### config.mk
export PLATFORM = sky130hd
export DESIGN_NAME = instr_fetch_unit
export DESIGN_NICKNAME = d
export VERILOG_FILES = /design/src/rtl/mips_pkg.sv /design/src/rtl/pc_next_calc.sv /design/src/rtl/instr_fetch_unit.sv
export SDC_FILE = /design/constraint.sdc
export NUM_CORES = 1
export LEC_CHECK = 0
export ABC_AREA = 1
export CORE_AREA = 2 2 144 146
export CTS_BUF_LIST = sky130_fd_sc_hd__clkbuf_4 sky130_fd_sc_hd__clkbuf_8
export DETAILED_ROUTE_END_ITERATION = 10
export DIE_AREA = 0 0 146 148
export PLACE_DENSITY = 0.81
export SKIP_CTS_REPAIR_TIMING = 1
export SYNTH_ARGS = -nofsm -noshare
export SYNTH_HDL_FRONTEND = slang
export SYNTH_SLANG_ARGS = --single-unit
### constraint.sdc
create_clock -name clk -period 8.8 [get_ports clk]
set_clock_uncertainty 0.2 [all_clocks]
set_input_delay 1.32 -clock clk [delete_from_list [all_inputs] [get_ports clk]]
set_output_delay 1.32 -clock clk [all_outputs]
set_load 0.05 [all_outputs]
### src/rtl/mips_pkg.sv
`default_nettype none
// ============================================================================
//  Module      : mips_pkg
//  Description : Shared definitions for the instruction fetch unit: fetch FSM
//                state encodings, MIPS opcode constants, PC step and the
//                default reset PC. Includes a helper that turns a branch
//                immediate into a byte offset.
//  Revision    : 1.0 - initial release
// ============================================================================
package mips_pkg;

    typedef logic [1:0] fetch_state_t;

    localparam fetch_state_t FETCH_IDLE = 2'd0;
    localparam fetch_state_t FETCH_REQ  = 2'd1;
    localparam fetch_state_t FETCH_HOLD = 2'd2;

    localparam logic [5:0]  OP_J             = 6'b000010;
    localparam logic [5:0]  OP_BEQ           = 6'b000100;
    localparam logic [31:0] PC_STEP          = 32'd4;
    localparam logic [31:0] DEFAULT_RESET_PC = 32'h0000_0000;

    // Sign-extend a 16-bit word offset and scale it to a byte offset.
    function automatic logic [31:0] branch_offset(input logic [15:0] imm);
        return {{14{imm[15]}}, imm, 2'b00};
    endfunction

endpackage
`default_nettype wire

### src/rtl/pc_next_calc.sv
`default_nettype none
// ============================================================================
//  Module      : pc_next_calc
//  Description : Combinational next-PC selection for the fetch stage.
//                Jump (JToPC) beats taken branch (Branch & Zero), which beats
//                sequential pc+4. All arithmetic wraps at 32 bits.
//  Ports       : i_if_pc    - address of the instruction being retired
//                i_if_instr - the instruction word itself
//                i_jtopc    - jump select from Control
//                i_branch   - branch select from Control
//                i_zero     - ALU zero flag
//                o_next_pc  - selected next fetch address
//  Revision    : 1.0 - initial release
// ============================================================================
module pc_next_calc
    import mips_pkg::*;
(
    input  logic [31:0] i_if_pc,
    input  logic [31:0] i_if_instr,
    input  logic        i_jtopc,
    input  logic        i_branch,
    input  logic        i_zero,
    output logic [31:0] o_next_pc
);

    logic [31:0] w_pc4;
    logic [31:0] w_jump_target;
    logic [31:0] w_branch_target;
    // The opcode field does not influence the target; the decoder has already
    // folded it into JToPC/Branch.
    logic        w_unused_opcode;

    assign w_pc4           = i_if_pc + PC_STEP;
    // Jump keeps the 256 MB region of the delay-slot address (pc+4).
    assign w_jump_target   = {w_pc4[31:28], i_if_instr[25:0], 2'b00};
    assign w_branch_target = w_pc4 + branch_offset(i_if_instr[15:0]);
    assign w_unused_opcode = &{1'b0, i_if_instr[31:26]};

    always_comb begin
        o_next_pc = w_pc4;
        if (i_jtopc) begin
            o_next_pc = w_jump_target;
        end else if (i_branch && i_zero) begin
            o_next_pc = w_branch_target;
        end
    end

endmodule
`default_nettype wire

### src/rtl/instr_fetch_unit.sv
`default_nettype none
// ============================================================================
//  Module      : instr_fetch_unit
//  Description : Owns the PC, fetches instruction words over a req/ack memory
//                port and holds each word for the decoder with valid/ready.
//                On acceptance the next PC is chosen from JToPC/Branch/Zero.
//  Ports       : clk, reset               - clock, async active-high reset
//                fetch_en                 - allow new fetches
//                imem_req/addr/ack/rdata  - instruction memory port
//                if_valid/ready           - handshake to the decoder
//                if_instr/Opcode/Funct    - held word and its fields
//                if_pc                    - address of the held word
//                JToPC, Branch, Zero      - next-PC controls (accept cycle only)
//                instr_count              - accepted instruction count
//  Revision    : 1.0 - initial release
// ============================================================================
module instr_fetch_unit
    import mips_pkg::*;
#(
    parameter logic [31:0] RESET_PC = DEFAULT_RESET_PC
) (
    input  logic        clk,
    input  logic        reset,
    input  logic        fetch_en,
    output logic        imem_req,
    output logic [31:0] imem_addr,
    input  logic        imem_ack,
    input  logic [31:0] imem_rdata,
    output logic        if_valid,
    input  logic        if_ready,
    output logic [31:0] if_instr,
    output logic [5:0]  Opcode,
    output logic [5:0]  Funct,
    output logic [31:0] if_pc,
    input  logic        JToPC,
    input  logic        Branch,
    input  logic        Zero,
    output logic [31:0] instr_count
);

    localparam logic [31:0] c_reset_pc = {RESET_PC[31:2], 2'b00};

    fetch_state_t r_state_q;
    fetch_state_t w_state_d;

    logic [31:0] r_pc_q,     w_pc_d;
    logic [31:0] r_instr_q,  w_instr_d;
    logic [31:0] r_if_pc_q,  w_if_pc_d;
    logic [31:0] r_count_q,  w_count_d;

    logic [31:0] w_next_pc;
    logic        w_ack_take;
    logic        w_accept;

    // ------------------------------------------------------------------
    // FSM: state register
    // ------------------------------------------------------------------
    always_ff @(posedge clk or posedge reset) begin
        if (reset) begin
            r_state_q <= FETCH_IDLE;
        end else begin
            r_state_q <= w_state_d;
        end
    end

    // ------------------------------------------------------------------
    // FSM: next-state logic
    // ------------------------------------------------------------------
    always_comb begin
        w_state_d = r_state_q;
        case (r_state_q)
            FETCH_IDLE: if (fetch_en) w_state_d = FETCH_REQ;
            // fetch_en is deliberately ignored here: an issued request
            // always completes so the memory handshake is never torn.
            FETCH_REQ:  if (imem_ack) w_state_d = FETCH_HOLD;
            FETCH_HOLD: if (if_ready) w_state_d = fetch_en ? FETCH_REQ : FETCH_IDLE;
            default:    w_state_d = FETCH_IDLE;
        endcase
    end

    // ------------------------------------------------------------------
    // FSM: Moore outputs
    // ------------------------------------------------------------------
    always_comb begin
        imem_req = 1'b0;
        if_valid = 1'b0;
        case (r_state_q)
            FETCH_REQ:  imem_req = 1'b1;
            FETCH_HOLD: if_valid = 1'b1;
            default: begin
                imem_req = 1'b0;
                if_valid = 1'b0;
            end
        endcase
    end

    assign w_ack_take = (r_state_q == FETCH_REQ)  && imem_ack;
    assign w_accept   = (r_state_q == FETCH_HOLD) && if_ready;

    pc_next_calc u_pc_next_calc (
        .i_if_pc    (r_if_pc_q),
        .i_if_instr (r_instr_q),
        .i_jtopc    (JToPC),
        .i_branch   (Branch),
        .i_zero     (Zero),
        .o_next_pc  (w_next_pc)
    );

    // ------------------------------------------------------------------
    // Datapath next values
    // ------------------------------------------------------------------
    always_comb begin
        w_pc_d    = r_pc_q;
        w_instr_d = r_instr_q;
        w_if_pc_d = r_if_pc_q;
        w_count_d = r_count_q;
        if (w_ack_take) begin
            w_instr_d = imem_rdata;
            w_if_pc_d = r_pc_q;
        end
        if (w_accept) begin
            w_pc_d    = {w_next_pc[31:2], 2'b00};
            w_count_d = r_count_q + 32'd1;
        end
    end

    always_ff @(posedge clk or posedge reset) begin
        if (reset) begin
            r_pc_q    <= c_reset_pc;
            r_instr_q <= 32'h0000_0000;
            r_if_pc_q <= c_reset_pc;
            r_count_q <= 32'h0000_0000;
        end else begin
            r_pc_q    <= w_pc_d;
            r_instr_q <= w_instr_d;
            r_if_pc_q <= w_if_pc_d;
            r_count_q <= w_count_d;
        end
    end

    assign imem_addr   = r_pc_q;
    assign if_instr    = r_instr_q;
    assign Opcode      = r_instr_q[31:26];
    assign Funct       = r_instr_q[5:0];
    assign if_pc       = r_if_pc_q;
    assign instr_count = r_count_q;

endmodule
`default_nettype wire

==> reports/results.env, run 1 <==
STATUS='finished, final reports clean'
CP-END-KIND='flop'
CLOCKPOWERSHARE_PCT=11.5
SLEW-LIMIT-HEADROOM_PCT=25.1
WORST_HOLD_STARTPOINT='instr_count[31]'
HOLD_CLASS='flop to flop'
FLOORPLAN.DIE_AREA_MM2=0.0216
POWER_W=0.00494
SYNTH_FA_HA_AREA_SHARE_PCT=5.60
YOSYS.CELL_COUNT.TOP_TYPE='sky130_fd_sc_hd__nand2_1'
MAX-CLOCK-PATH-BUFFERS=2
CLOCK_TREE.HTREE_LEVEL_COUNT=4
HOLD_PATH_END='instr_count[31]'
LAYOUT.NETS=1458
SYNTHSIMPLEGATEAREAFRAC_PCT=32.7
CRIT-REG2REG-CAPTURE='imem_addr[23]'
TIMING.FINAL.WS_SETUP_NS=5.15
TRITONCTS='yes'
P_COMB_SHARE_PCT=66.5
SYNTH_AREA_IN_COMPOUND_GATES_PCT=6.74
SYN-CELL-AREA_MM2=0.00884
WORSTSKEWPAIRLATENCY_NS=0.45
SYNTH.YOSYS.SEQ_AREA_SHARE_PCT=35.7
ANTENNA-DIODE-COUNT=0
CLKSLEWWORSTSETUPHOLDPATHS_NS=0.09
PLACEMENT_ROWS=52
REPORT.FINAL.HOLD_VIOL_COUNT=0
DETAIL_ROUTE.WIRELENGTH_MM=27.6
CRITICAL_PATH_PEAK_FANOUT=33
DP_WORST_SETUP_SLACK_NS=4.75
SYNTHTOPCELLSBYCOUNT='sky130_fd_sc_hd__nand2_1 (360), sky130_fd_sc_hd__inv_1 (150), sky130_fd_sc_hd__nor2_1 (136)'
SYNTH_TOP_AREA_SHARE_PCT=35.7
VDD.IR_DROP.WORST_mV=0.333
PERIOD_NEEDED_NS=3.65
PLACE_HPWL_MM=20.8
FF2FF_SETUP_SLACK_NS=5.24
POST_DRT_ANTENNA_NETS=0
NUM_VIAS=8649
YOSYS.AREA.TOP_TYPE='sky130_fd_sc_hd__dfrtp_1'
REG2REG_DEPTH=18
PATH_CELLS='clkdlybuf4s50_1 > nand2_2 > inv_1 > o21ai_0 > a21oi_1 > o31ai_1'
REPORT.FINAL.SLEW_VIOL_COUNT=0
TNS_NS=0
PLACEMENT.IO_BUFFERS=177
CELLPOWERDENSITY_mW_PER_MM2=442
GR-USAGE-ALL-LAYERS_PCT=25.5
SYNTH_CELLS=1219
CLOCK_SINK_COUNT=126
P_INT_W=0.00219
LAST_WEIGHTED_CONGESTION_VALUE_OF_THE_ROUTABILITY_DRIVEN_PLACER=0.981
DIEHEIGHT_UM=148
DOMINANT_COMBINATIONAL_CELL_FAMILY_BY_AREA_AFTER_SYNTHESIS='simple AND/OR/NAND/NOR gates'
GRT_START_MAX_NET_PINS=88
MAX_FREQ_GHz=0.274
ROUTE.DETAILED.VIAS_PER_INST=5.20
ANTENNA_FOUND_INITIAL=0
WL_PER_CELL_UM=16.6
TOTAL_LEAKAGE_POWER_nW=5.58
SWITCHINGPOWER_W=0.00274
ASYNC_FLOP_SHARE_PCT=100
GRT_SETUP_UNREPAIRED='false'
SYNTHDISTINCTLIBCELLS=54
POWER.SHARE.SWITCHING_PCT=55.6
INITIAL_STANDARD_CELL_UTILIZATION_OF_THE_CORE_PCT=44.1
CRITPATHTOPFAMILY='buffers and inverters'
MAXCAPVIOLATIONS=0
STARTPOINT_TYPE='primary input'
WORST_PATH_ARRIVAL_TIME_NS=3.76
POST-ROUTE-UTIL_PCT=55.8
DRC=0
WIRE_LENGTH_OF_THE_FIRST_GLOBAL_ROUTING_PASS_MM=43.8
TOP_LEVEL_PORTS=182
FIRST_GLOBAL_VIAS=8256
GRT_REMAINING_OVERFLOW=0
PART_OF_THE_POWER_IN_REGISTERS_PCT=21.9
TIMING.SETUP.CRITICAL_PATH_CLASS='primary input to flop'
FINAL-SETUP-VIOL-COUNT=0
CLOCK_TREE.ROOT_CELL='sky130_fd_sc_hd__clkbuf_8'
DESIGN.CORE.AREA_MM2=0.0200
POSTSYNTHAREAPERCELL_UM2=7.25
DRT-PASS1-ITER-COUNT=6
SYNTH.FF_LATCH_COUNT=126
LAYOUT_WORST_PATH_CYCLE_SHARE_PCT=41.5
WORSTPATHBUFFERINVERTERCOUNT=2
WORST_R2R_STARTPOINT='if_pc[6]'
DRT_ITER0_MARKERS=687
SYNTHXORXNORAREAFRAC_PCT=4.94
SYNTH-MAIN-FF-CELL='sky130_fd_sc_hd__dfrtp_1'
HOLD-WORST-SLACK_NS=0.292
YOSYSWARNINGS=0
CTS_BUFFERS=17
YOSYS-TOP-CELLS-AREA='sky130_fd_sc_hd__dfrtp_1 (36%), sky130_fd_sc_hd__nand2_1 (15%), sky130_fd_sc_hd__inv_1 (6.4%), sky130_fd_sc_hd__nor2_1 (5.8%), sky130_fd_sc_hd__ha_1 (5.4%)'
WORST-ENDPOINT-REQUIRED_NS=8.90
FP.DIEW_UM=146
WHS_PATH_DEPTH=1
CRITPATHMAXSTAGEDELAY_NS=1.01
WORST_PIN_SLEW_NS=1.12
SLOWEST_STAGE='sky130_fd_sc_hd__inv_1'
NUMBER_OF_FLOPS_MAPPED_TO_ENABLE_CELLS_BY_YOSYS=0
SHARE_OF_POST_ROUTE_CELLS_WITH_DRIVE_STRENGTH_ABOVE_1_PCT=8.76
AREA.GROWTH.SYNTH_TO_FINAL_PCT=26.5
SYNTH.MUX.AREA_FRACTION_PCT=4.84
==> registers in the layout (all words and copies together), names as in the netlist <==
signal and count:
r_state_q 2, instr_count 32, if_instr 32, imem_addr 30, if_pc 30
==> cells by family after synthesis <==
logic type	Yosys count
xor gates and xnor gates	49
other	1
adders and majority gates	39
and+or+nand+nor	660
AOI/OAI and AO/OA	109
DFF	126
buffers and inverters	197
muxes	38
==> metrics by stage <==
step                      instances  cell area, µm²
after floorplan                1222            8850
after global placement         1630           10700
after detailed placement       1630           10700
after CTS                      1662           11200
after global routing           1662           11200
final                          1662           11200
==> placed cells by master, fill, tap and decap left out, types with 2 or more instances in the layout <==
cell and count:
sky130_fd_sc_hd__nand3_1 84, sky130_fd_sc_hd__nor2_1 136, sky130_fd_sc_hd__xor2_1 34, sky130_fd_sc_hd__clkbuf_4 2
sky130_fd_sc_hd__nand2_1 359, sky130_fd_sc_hd__o211ai_1 4, sky130_fd_sc_hd__nand3b_1 6, sky130_fd_sc_hd__clkinv_4 3
sky130_fd_sc_hd__inv_2 3, sky130_fd_sc_hd__clkinvlp_4 4, sky130_fd_sc_hd__dfrtp_1 126, sky130_fd_sc_hd__nor3b_1 2
sky130_fd_sc_hd__a21o_1 2, sky130_fd_sc_hd__o21bai_1 6, sky130_fd_sc_hd__o21ai_1 2, sky130_fd_sc_hd__clkbuf_8 17
sky130_fd_sc_hd__nand2_4 2, sky130_fd_sc_hd__mux2_2 38, sky130_fd_sc_hd__buf_4 4, sky130_fd_sc_hd__or2_2 5
sky130_fd_sc_hd__a21oi_1 47, sky130_fd_sc_hd__nor2_4 8, sky130_fd_sc_hd__xnor2_1 14, sky130_fd_sc_hd__o21ai_0 38
sky130_fd_sc_hd__a22oi_1 3, sky130_fd_sc_hd__ha_1 38, sky130_fd_sc_hd__nor3_1 10, sky130_fd_sc_hd__nor2_2 6
sky130_fd_sc_hd__conb_1 4, sky130_fd_sc_hd__and2_1 3, sky130_fd_sc_hd__nand3_2 4, sky130_fd_sc_hd__inv_1 149
sky130_fd_sc_hd__nand2_2 11, sky130_fd_sc_hd__nand4_1 14, sky130_fd_sc_hd__bufinv_16 4, sky130_fd_sc_hd__clkdlybuf4s50_1 177
sky130_fd_sc_hd__o22ai_1 4
==> power groups by stage <==
| stage | clock network [W] | logic, W | registers [W] |
|---|---|---|---|
| 5_1_grt | 0.000599 | 0.00355 | 0.00111 |
| 3_5_place_dp | 0 | 0.00324 | 0.00108 |
| 3_3_place_gp | 0 | 0.00323 | 0.00108 |
| 4_1_cts | 0.000576 | 0.00326 | 0.00108 |
| 2_1_floorplan | 0 | 0.00157 | 0.00175 |
| 6_report | 0.000570 | 0.00329 | 0.00108 |
==> how the worst max path moves through the flow <==
stage	from	to	slack (ns)	cells after the start
CTS	Branch	imem_addr[5]	5.23	6
global route	if_pc[10]	imem_addr[23]	4.98	18
detailed placement	Branch	imem_addr[5]	4.75	6
floorplan	reset	if_instr[0]	3.92	1
global placement	Branch	imem_addr[25]	4.86	8
finish	Branch	imem_addr[5]	5.15	6
==> layout make-up <==
| type | count | area (µm²) |
|---|---|---|
| tap | 270 | 338 |
| clock inverter | 13 | 190 |
| timing repair buffer | 181 | 1800 |
| clock buffer | 19 | 249 |
| multi-input combinational | 899 | 4870 |
| sequential | 126 | 3150 |
| fill | 1853 | 8860 |
| inverter | 154 | 581 |
==> metal layers <==
metal  track usage (%)  wire, µm  up-vias
li1                  -         -     4176
met1              31.6     11200     4074
met2              42.9     13200      347
met3              7.38      2430       52
met4              8.25       696        0
met5                 0         0        -
Power figures use the tool's default switching activity.
==> run 2, diff against run 1 <==
Settings changed: PLACE_DENSITY 0.81 to 0.84.
Clock period 8.8 ns to 3.1 ns, I/O delays scaled along.
==> reports/results.env, run 2 (synthesis results as in run 1) <==
POST-ROUTE-UTIL_PCT=61.1
CELLPOWERDENSITY_mW_PER_MM2=1250
DRT_ITER0_MARKERS=799
GRT_REMAINING_OVERFLOW=0
LAYOUT.NETS=1529
ANTENNA_FOUND_INITIAL=0
PLACE_HPWL_MM=21.7
SLEW-LIMIT-HEADROOM_PCT=60.2
MOST-COMMON-LAYOUT-CELLS='sky130_fd_sc_hd__nand2_1 (339), sky130_fd_sc_hd__clkdlybuf4s50_1 (177), sky130_fd_sc_hd__inv_1 (148)'
WORST_PATH_ARRIVAL_TIME_NS=3.27
DRT-PASS1-ITER-COUNT=5
PERIOD_NEEDED_NS=3.12
FLOORPLAN.DIE_AREA_MM2=0.0216
NUM_VIAS=9201
ROUTE.DETAILED.VIAS_PER_INST=5.31
POST-ROUTE-CELL-AREA_MM2=0.0122
CRITPATHMAXSTAGEDELAY_NS=0.44
GR-USAGE-ALL-LAYERS_PCT=26.1
CLKSLEWWORSTSETUPHOLDPATHS_NS=0.08
LAST_WEIGHTED_CONGESTION_VALUE_OF_THE_ROUTABILITY_DRIVEN_PLACER=0.951
WL_PER_CELL_UM=17.1
TOP_LEVEL_PORTS=182
WORST-ENDPOINT-REQUIRED_NS=3.25
PLACEMENT_ROWS=52
VDD.IR_DROP.WORST_mV=0.606
POWER.SHARE.SWITCHING_PCT=54.8
CRITICAL_PATH.MOST_COMMON_CELL='sky130_fd_sc_hd__nand2_1'
TIMING.FINAL.WS_SETUP_NS=-0.0195
METAL2_WL_MM=14.3
CLOCK_SINK_COUNT=126
DIEHEIGHT_UM=148
HOLD_CLASS='primary input to asynchronous set/reset pin'
HOLD-WORST-SLACK_NS=0.0671
P_COMB_SHARE_PCT=70.7
PART_OF_THE_POWER_IN_REGISTERS_PCT=19.8
FIRST_GLOBAL_VIAS=8648
REPORT.FINAL.SLEW_VIOL_COUNT=0
TOP_SIGNAL_LAYER_USED='met4'
CTS_BUFFERS=17
CLOCKPOWERSHARE_PCT=9.5
TIMING.SETUP.CRITICAL_PATH_CLASS='flop to flop'
P_INT_W=0.00693
SLOWEST_STAGE='sky130_fd_sc_hd__dfrtp_2'
POSTPLACECELLAREA_MM2=0.0112
POST_DRT_ANTENNA_NETS=0
CP-END-KIND='flop'
MAX-CLOCK-PATH-BUFFERS=2
WORST_PIN_SLEW_NS=0.596
WIRE_LENGTH_OF_THE_FIRST_GLOBAL_ROUTING_PASS_MM=44.7
PATH_CELLS='nand2_1 > nor2_1 > nand2_1 > nor2_4 > xor2_2 > ha_1 > nand2_1 > nand2_1 > o21bai_1 > nand3b_1 > buf_4 > nand2_1 > nand3b_1 > nand3_1 > nand2_1 > nand2_1 > nand2_1'
STATUS='finished with violations'
CLOCK_TREE.HTREE_LEVEL_COUNT=4
STARTPOINT_TYPE='flop'
DESIGN.CORE.AREA_MM2=0.0200
CLOCK_TREE.ROOT_CELL='sky130_fd_sc_hd__clkbuf_8'
LAYOUT_WORST_PATH_CYCLE_SHARE_PCT=101
GRT_START_MAX_NET_PINS=55
MAX_FREQ_GHz=0.321
POWER_W=0.0154
WL_MET1_MM=11.5
GRT_SETUP_UNREPAIRED='true'
DETAIL_ROUTE.WIRELENGTH_MM=29.6
MOST_COMMON_CELL_AFTER_LAYOUT_FILL_AND_TAPS_ASIDE='sky130_fd_sc_hd__nand2_1'
MAXCAPVIOLATIONS=0
SHARE_OF_POST_ROUTE_CELLS_WITH_DRIVE_STRENGTH_ABOVE_1_PCT=20.2
DRC=0
MET3_ROUTED_LENGTH_MM=2.57
FINAL-SETUP-VIOL-COUNT=1
FP.DIEW_UM=146
DP_WORST_SETUP_SLACK_NS=-0.109
CRITICAL_PATH_PEAK_FANOUT=4
VIOLATIONS='setup timing'
WORSTSKEWPAIRLATENCY_NS=0.46
ANTENNA-DIODE-COUNT=0
AREA.GROWTH.SYNTH_TO_FINAL_PCT=38.4
PLACEMENT.IO_BUFFERS=177
REPORT.FINAL.HOLD_VIOL_COUNT=0
SWITCHINGPOWER_W=0.00842
INITIAL_STANDARD_CELL_UTILIZATION_OF_THE_CORE_PCT=44.1
TRITONCTS='yes'
TOTAL_LEAKAGE_POWER_nW=6.00
[run 2: power groups by stage]
stage               clock network (W)  logic (W)  registers, W
global route                  0.00154     0.0116       0.00311
CTS                           0.00147    0.00974       0.00297
global placement                    0    0.00952       0.00297
detailed placement                  0    0.00969       0.00299
floorplan                           0    0.00446       0.00497
finish                        0.00146     0.0109       0.00304
[run 2: final timing paths]
kind / endpoint / cells past startpoint / slack, ns / start
worst min register to register: instr_count[31] / 1 / 0.28 / instr_count[31]
worst min-delay path: instr_count[2] / 2 / 0.07 / reset
min in group clk: instr_count[31] / 1 / 0.28 / instr_count[31]
worst max-delay path: imem_addr[22] / 17 / -0.02 / if_pc[12]
max in group asynchronous: instr_count[15] / 3 / 1.96 / reset
worst max register to register: imem_addr[22] / 17 / -0.02 / if_pc[12]
[run 2: metal layers]
layer | GRT usage (%) | vias to the layer above
met5 | 0 | -
met4 | 10.3 | 0
met3 | 6.30 | 99
met2 | 43.8 | 473
met1 | 32.4 | 4328
li1 | - | 4301
[run 2: final cells by class]
type / count / area, µm²
Clock buffer: 19 / 262
Clock inverter: 13 / 130
Fill cell: 1687 / 7800
Inverter: 154 / 584
Multi-Input combinational cell: 899 / 5370
Sequential cell: 126 / 3160
Tap cell: 270 / 338
Timing Repair Buffer: 252 / 2380
[run 2: per-stage QoR]
step	instances	setup TNS, ns
6_report	1733	-0.0195
5_1_grt	1733	-1.60
4_1_cts	1719	-0.314
3_5_place_dp	1687	-0.162
3_3_place_gp	1687	-0.180
2_1_floorplan	1222	0
[run 2: critical path: cells and delay by family, from the launching register on]
family / cells / cell delay [ns]
AOI/OAI and AO/OA: 1 / 0.20
xor gates and xnor gates: 1 / 0.21
adders and majority gates: 1 / 0.28
buffers and inverters: 1 / 0.19
DFF: 1 / 0.44
and+or+nand+nor: 13 / 1.50
==> run 3, diff against run 2 <==
Settings changed: SLEW_MARGIN from default to 30.
==> results of run 3 <==
Same layout as run 2: the final DEF is identical, and so are final timing and power.
==> RTL change 1 (settings of run 2) <==
Put one more register stage on the output `instr_count`. The value now appears one clock later. The other outputs are not delayed to match.
--- a/src/rtl/instr_fetch_unit.sv
+++ b/src/rtl/instr_fetch_unit.sv
@@ -143,7 +143,9 @@
     assign Opcode      = r_instr_q[31:26];
     assign Funct       = r_instr_q[5:0];
     assign if_pc       = r_if_pc_q;
-    assign instr_count = r_count_q;
+    always_ff @(posedge clk) begin
+        instr_count <= r_count_q;
+    end
 
 endmodule
 `default_nettype wire
Formal check against the unedited RTL: not equivalent (Yosys sat finds a counterexample within 4 cycles, from zero or initial values and one cycle with reset high).
==> RTL change 1 against run 2 <==
Sequential share of layout area rose by 2.0 points. Cell area rose by 11%. Total power rose by 13%. Clock power rose by 14%. First-iteration DRC count rose by 4.4%. Worst setup slack improved by 29 ps. Synthesized area rose by 7.7%. Routed wire length rose by 9.3%. Sequential cell count rose by 32. Global-route usage rose by 2.2 points.
==> RTL change 1: results (changes against run 2) <==
| Metric | Value |
|---|---|
| Crit path capture | imem_addr[30] |
| Top post-synthesis cells by count | nand2_1 (381), inv_1 (163), nor2_1 (130) |
| Initial DRC count | 834 (+4.4%) |
| FF-to-FF setup slack | 9 ps (+30 ps) |
| Dpl ws | -280 ps (-171 ps) |
| Peak supply drop | 0.557 mV (-8.2%) |
| Synth top area cells | dfrtp_1 (33%), nand2_1 (15%), dfxtp_1 (6.7%) |
| Proportion of synthesized area in mux cells | 3.07% (-1.8 points) |
| Synth Area in Compound Gates | 7.55% (+0.82 points) |
| Post-synth ARST share | 79.7% (-20 points) |
| Psw | 9.23 mW (+9.7%) |
| Non-Filler Instances | 1860 (+7.3%) |
| Hpwl dp | 23200 µm (+6.9%) |
| Root buf cell | clkbuf_8 |
| Post-synthesis share of cell area spent on full adders, half adders and majority gates | 5.20% (-0.40 points) |
| Tot GR Track Use | 28.2% (+2.2 points) |
| Syn. warnings | 0 (unchanged) |
| DP Cell Count | 1808 (+7.2%) |
| Achievable frequency | 0.324 GHz (+0.92%) |
| Cells on worst reg2reg path | 22 (+5) |
| R2r startpoint | if_pc[3] |
| Initial antenna violation count | 1 (+1) |
| P&R area growth vs syn | 43.2% |
| Number of iterations in the first detailed-routing pass | 7 (+2) |
| Status | finished clean |
| Post-synthesis xor/xnor area fraction | 4.60% (-0.34 points) |
| Hold Path Class | flop to flop |
| Design Power | 17.3 mW (+13%) |
| Final GP Congestion | 1.03 (+8.3%) |
| Most common cell in the netlist | nand2_1 |
| Final nets | 1655 (+8.2%) |
| FILL cells | 1574 (-6.7%) |
| Max-slew headroom | 50.4% (-9.8 points) |
| Unique masters post-synth | 48 (-11%) |
| Worst-path clk slew | 100 ps (+20 ps) |
| DR vias | 9791 (+6.4%) |
| Vias in the first global route | 9265 (+7.1%) |
| Worst-path maximum fanout | 5 (+1) |
| Pin count of the biggest net entering global routing | 92 (+67%) |
| Seq/Total Area, Yosys | 39.8% (+4.2 points) |
| Leak pwr | 6.69 nW (+12%) |
| Routed wire length | 32300 µm (+9.3%) |
| Global-route wire length before repair | 48100 µm (+7.5%) |
| Worst-skew pair later-pin latency | 500 ps (+40 ps) |
| Share of cells above drive strength 1 | 23.5% (+3.3 points) |
| Critical Path AT | 3260 ps (about the same) |
| Placed Area | 12300 µm² (+9.6%) |
| Post-Synthesis Cells | 1290 (+5.8%) |
-- RTL change 1: cell count changes in the layout (fill, tap and decap cells not counted), moves of 6 or more --
cell and delta:
dfxtp_1 +32, ha_4 +9, nor2_1 -18, mux2_2 -12, nor2_4 +6, ha_1 -8
nand2_2 +19, buf_4 +53, nand3_2 +6, inv_1 +10, nand3_1 -6, a21oi_1 +31
-- RTL change 1: area by class of cell --
type	count	share of cell area, %
Timing Repair Buffer	308	20.6
Tap cell	270	2.48
Inverter	169	4.68
Sequential cell	158	27.9
Clock buffer	17	1.72
Clock inverter	15	1.40
Multi-Input combinational cell	922	41.2
Antenna cell	1	0.0184
-- RTL change 1: routing by layer --
metal	wire length, µm	GRT usage (%)	vias up	share of wire, %
met4	959	11.0	0	3.0
met3	2880	7.35	90	8.9
met5	0	0	-	0
met1	13100	36.1	4596	40
met2	15400	46.2	478	48
li1	-	-	4627	-
==> RTL change 2 (flow settings as in run 2) <==
Without the edit above. Make the reset (`reset`) synchronous in 2 clocked blocks. Comments in the files are not updated.
--- a/src/rtl/instr_fetch_unit.sv
+++ b/src/rtl/instr_fetch_unit.sv
@@ -55,7 +55,7 @@
     // ------------------------------------------------------------------
     // FSM: state register
     // ------------------------------------------------------------------
-    always_ff @(posedge clk or posedge reset) begin
+    always_ff @(posedge clk) begin
         if (reset) begin
             r_state_q <= FETCH_IDLE;
         end else begin
@@ -124,7 +124,7 @@
         end
     end
 
-    always_ff @(posedge clk or posedge reset) begin
+    always_ff @(posedge clk) begin
         if (reset) begin
             r_pc_q    <= c_reset_pc;
             r_instr_q <= 32'h0000_0000;
Behaviour: differs if reset is asserted again (counterexample within 4 cycles, from zero or initial values and one cycle with reset high); with reset held inactive, the same outputs for 4 cycles.
==> RTL change 2 against run 2 <==
Cell area grew 1.0%. Count of clock-buffer cells in the layout is the same. Global-route usage grew 3.2 points. Worst setup slack gained 71 ps. First-iteration DRC count shrank 4.1%. Sequential share of layout area shrank 5.1 points. Sequential cell count is the same. Routed wire length grew 13%. Synthesized area shrank 4.7%. Largest cell class unchanged.
Power is left out: it rests on default switching activity, and per cell area and clock period it moved more than threefold.
==> RTL change 2: results (changes against run 2) <==
| Metric | Value |
|---|---|
| Status | finished clean |
| Initial antenna violation count | 1 (+1) |
| Unique masters post-synth | 45 (-17%) |
| Clock Path Buffers | 2 (unchanged) |
| Crit-path slowest cell | dfxtp_2 |
| Diode count | 0 (unchanged) |
| Tot GR Track Use | 29.2% (+3.2 points) |
| Synth top area cells | dfxtp_1 (30%), nand2_1 (15%), a21oi_1 (9.0%) |
| Slew @ Worst Pin | 797 ps (+201 ps) |
| Post-synth ARST share | 0% (-100 points) |
| Vias in the first global route | 9464 (+9.4%) |
| Syn. warnings | 0 (unchanged) |
| Number of iterations in the first detailed-routing pass | 7 (+2) |
| H-tree depth | 4 (unchanged) |
| Global-route wire length before repair | 50000 µm (+12%) |
| Seq/Total Area, Yosys | 29.9% (-5.7 points) |
| DP Cell Count | 1849 (+9.6%) |
| Root buf cell | clkbuf_8 |
| CP top delay family | simple AND/OR/NAND/NOR gates |
| Worst-skew pair later-pin latency | 460 ps (about the same) |
| Worst-path clk slew | 90 ps |
| Critical Path AT | 3170 ps (-100 ps) |
| Hold Path Class | flop to flop |
| Inserted Clock Buffers | 17 (unchanged) |
| Worst path max stage delay | 340 ps (-100 ps) |
| Share of cells above drive strength 1 | 20.5% (+0.31 points) |
| Slew Limit Fails | 0 (unchanged) |
| Worst-path maximum fanout | 5 (+1) |
| Initial DRC count | 766 (-4.1%) |
| DR vias | 10200 (+10%) |
| Final GP Congestion | 1.01 (+6.4%) |
| Hpwl dp | 25200 µm (+16%) |
| Final nets | 1687 (+10%) |
| Top post-synthesis cells by count | nand2_1 (344), inv_1 (179), a21oi_1 (151) |
| PortBufs | 177 (unchanged) |
| Syn Area/Cell | 6.30 µm² (-13%) |
| Routed wire length | 33200 µm (+13%) |
| FILL cells | 1855 (+10%) |
| Synth Flop Type | dfxtp_1 |
| Pin count of the biggest net entering global routing | 64 (+16%) |
| Post-DR vias/cell | 5.37 (+1.2%) |
==> RTL change 2: cell count changes in the layout (fill, tap and decap cells not counted), sizes merged, moves of 6 or more <==
cell    before  now
inv        156  188
a21oi       47  152
buf         75  133
xnor2       15    1
nor3        11   29
o221ai       0    6
mux2        38    0
dfxtp        0  126
nand3       89  111
o21ai       41   81
nor2       151  125
xor2        34   26
nand2      372  348
dfrtp      126    0
==> RTL change 2: final timing paths <==
path           startpoint            end  slack [ps]  depth (start not counted)
max reg2reg     if_pc[10]  imem_addr[27]          50                         19
max             if_pc[10]  imem_addr[27]          50                         19
min          if_instr[21]   if_instr[21]         290                          2
min reg2reg  if_instr[21]   if_instr[21]         290                          2
==> RTL change 2: cell type report <==
| class | instances | area [µm²] | share of cell area, % |
|---|---|---|---|
| Clock buffer | 19 | 255 | 2.06 |
| Clock inverter | 13 | 150 | 1.21 |
| Inverter | 182 | 683 | 5.53 |
| Multi-Input combinational cell | 972 | 5590 | 45.2 |
| Sequential cell | 126 | 2560 | 20.7 |
| Tap cell | 270 | 338 | 2.73 |
| Timing Repair Buffer | 309 | 2790 | 22.5 |
==> RTL change 2: cells by family after synthesis <==
kind of cell / synth area share, %
xor+xnor: 2.81
fa+ha+maj: 5.88
simple gates: 32.8
other cells: 0.0445
flops: 29.9
buf+inv: 11.5
compound gates: 17.1
==> RTL change 2: tightest hold or removal path, delay by kind of cell (launching register included) <==
| kind | cells | cell delay [ps] |
|---|---|---|
| buf+inv | 1 | 60 |
| flops | 1 | 320 |
| compound gates | 1 | 60 |
==> RTL change 2: stage by stage <==
| stage | cell area, µm² | setup slack [ps] |
|---|---|---|
| after floorplan | 8440 | 33.9 |
| after detailed placement | 11200 | -120 |
| after global routing | 12400 | -122 |
| after CTS | 11600 | -125 |
| after global placement | 11200 | -72.8 |
| final | 12400 | 51.6 |
==> RTL change 2: metal layers <==
layer | global-route usage, % | part of all wire [%] | routed length [µm]
met3 | 6.08 | 8.5 | 2830
met4 | 12.8 | 4.5 | 1500
met1 | 38.1 | 42 | 13900
met5 | 0 | 0.021 | 7
met2 | 47.0 | 45 | 15000
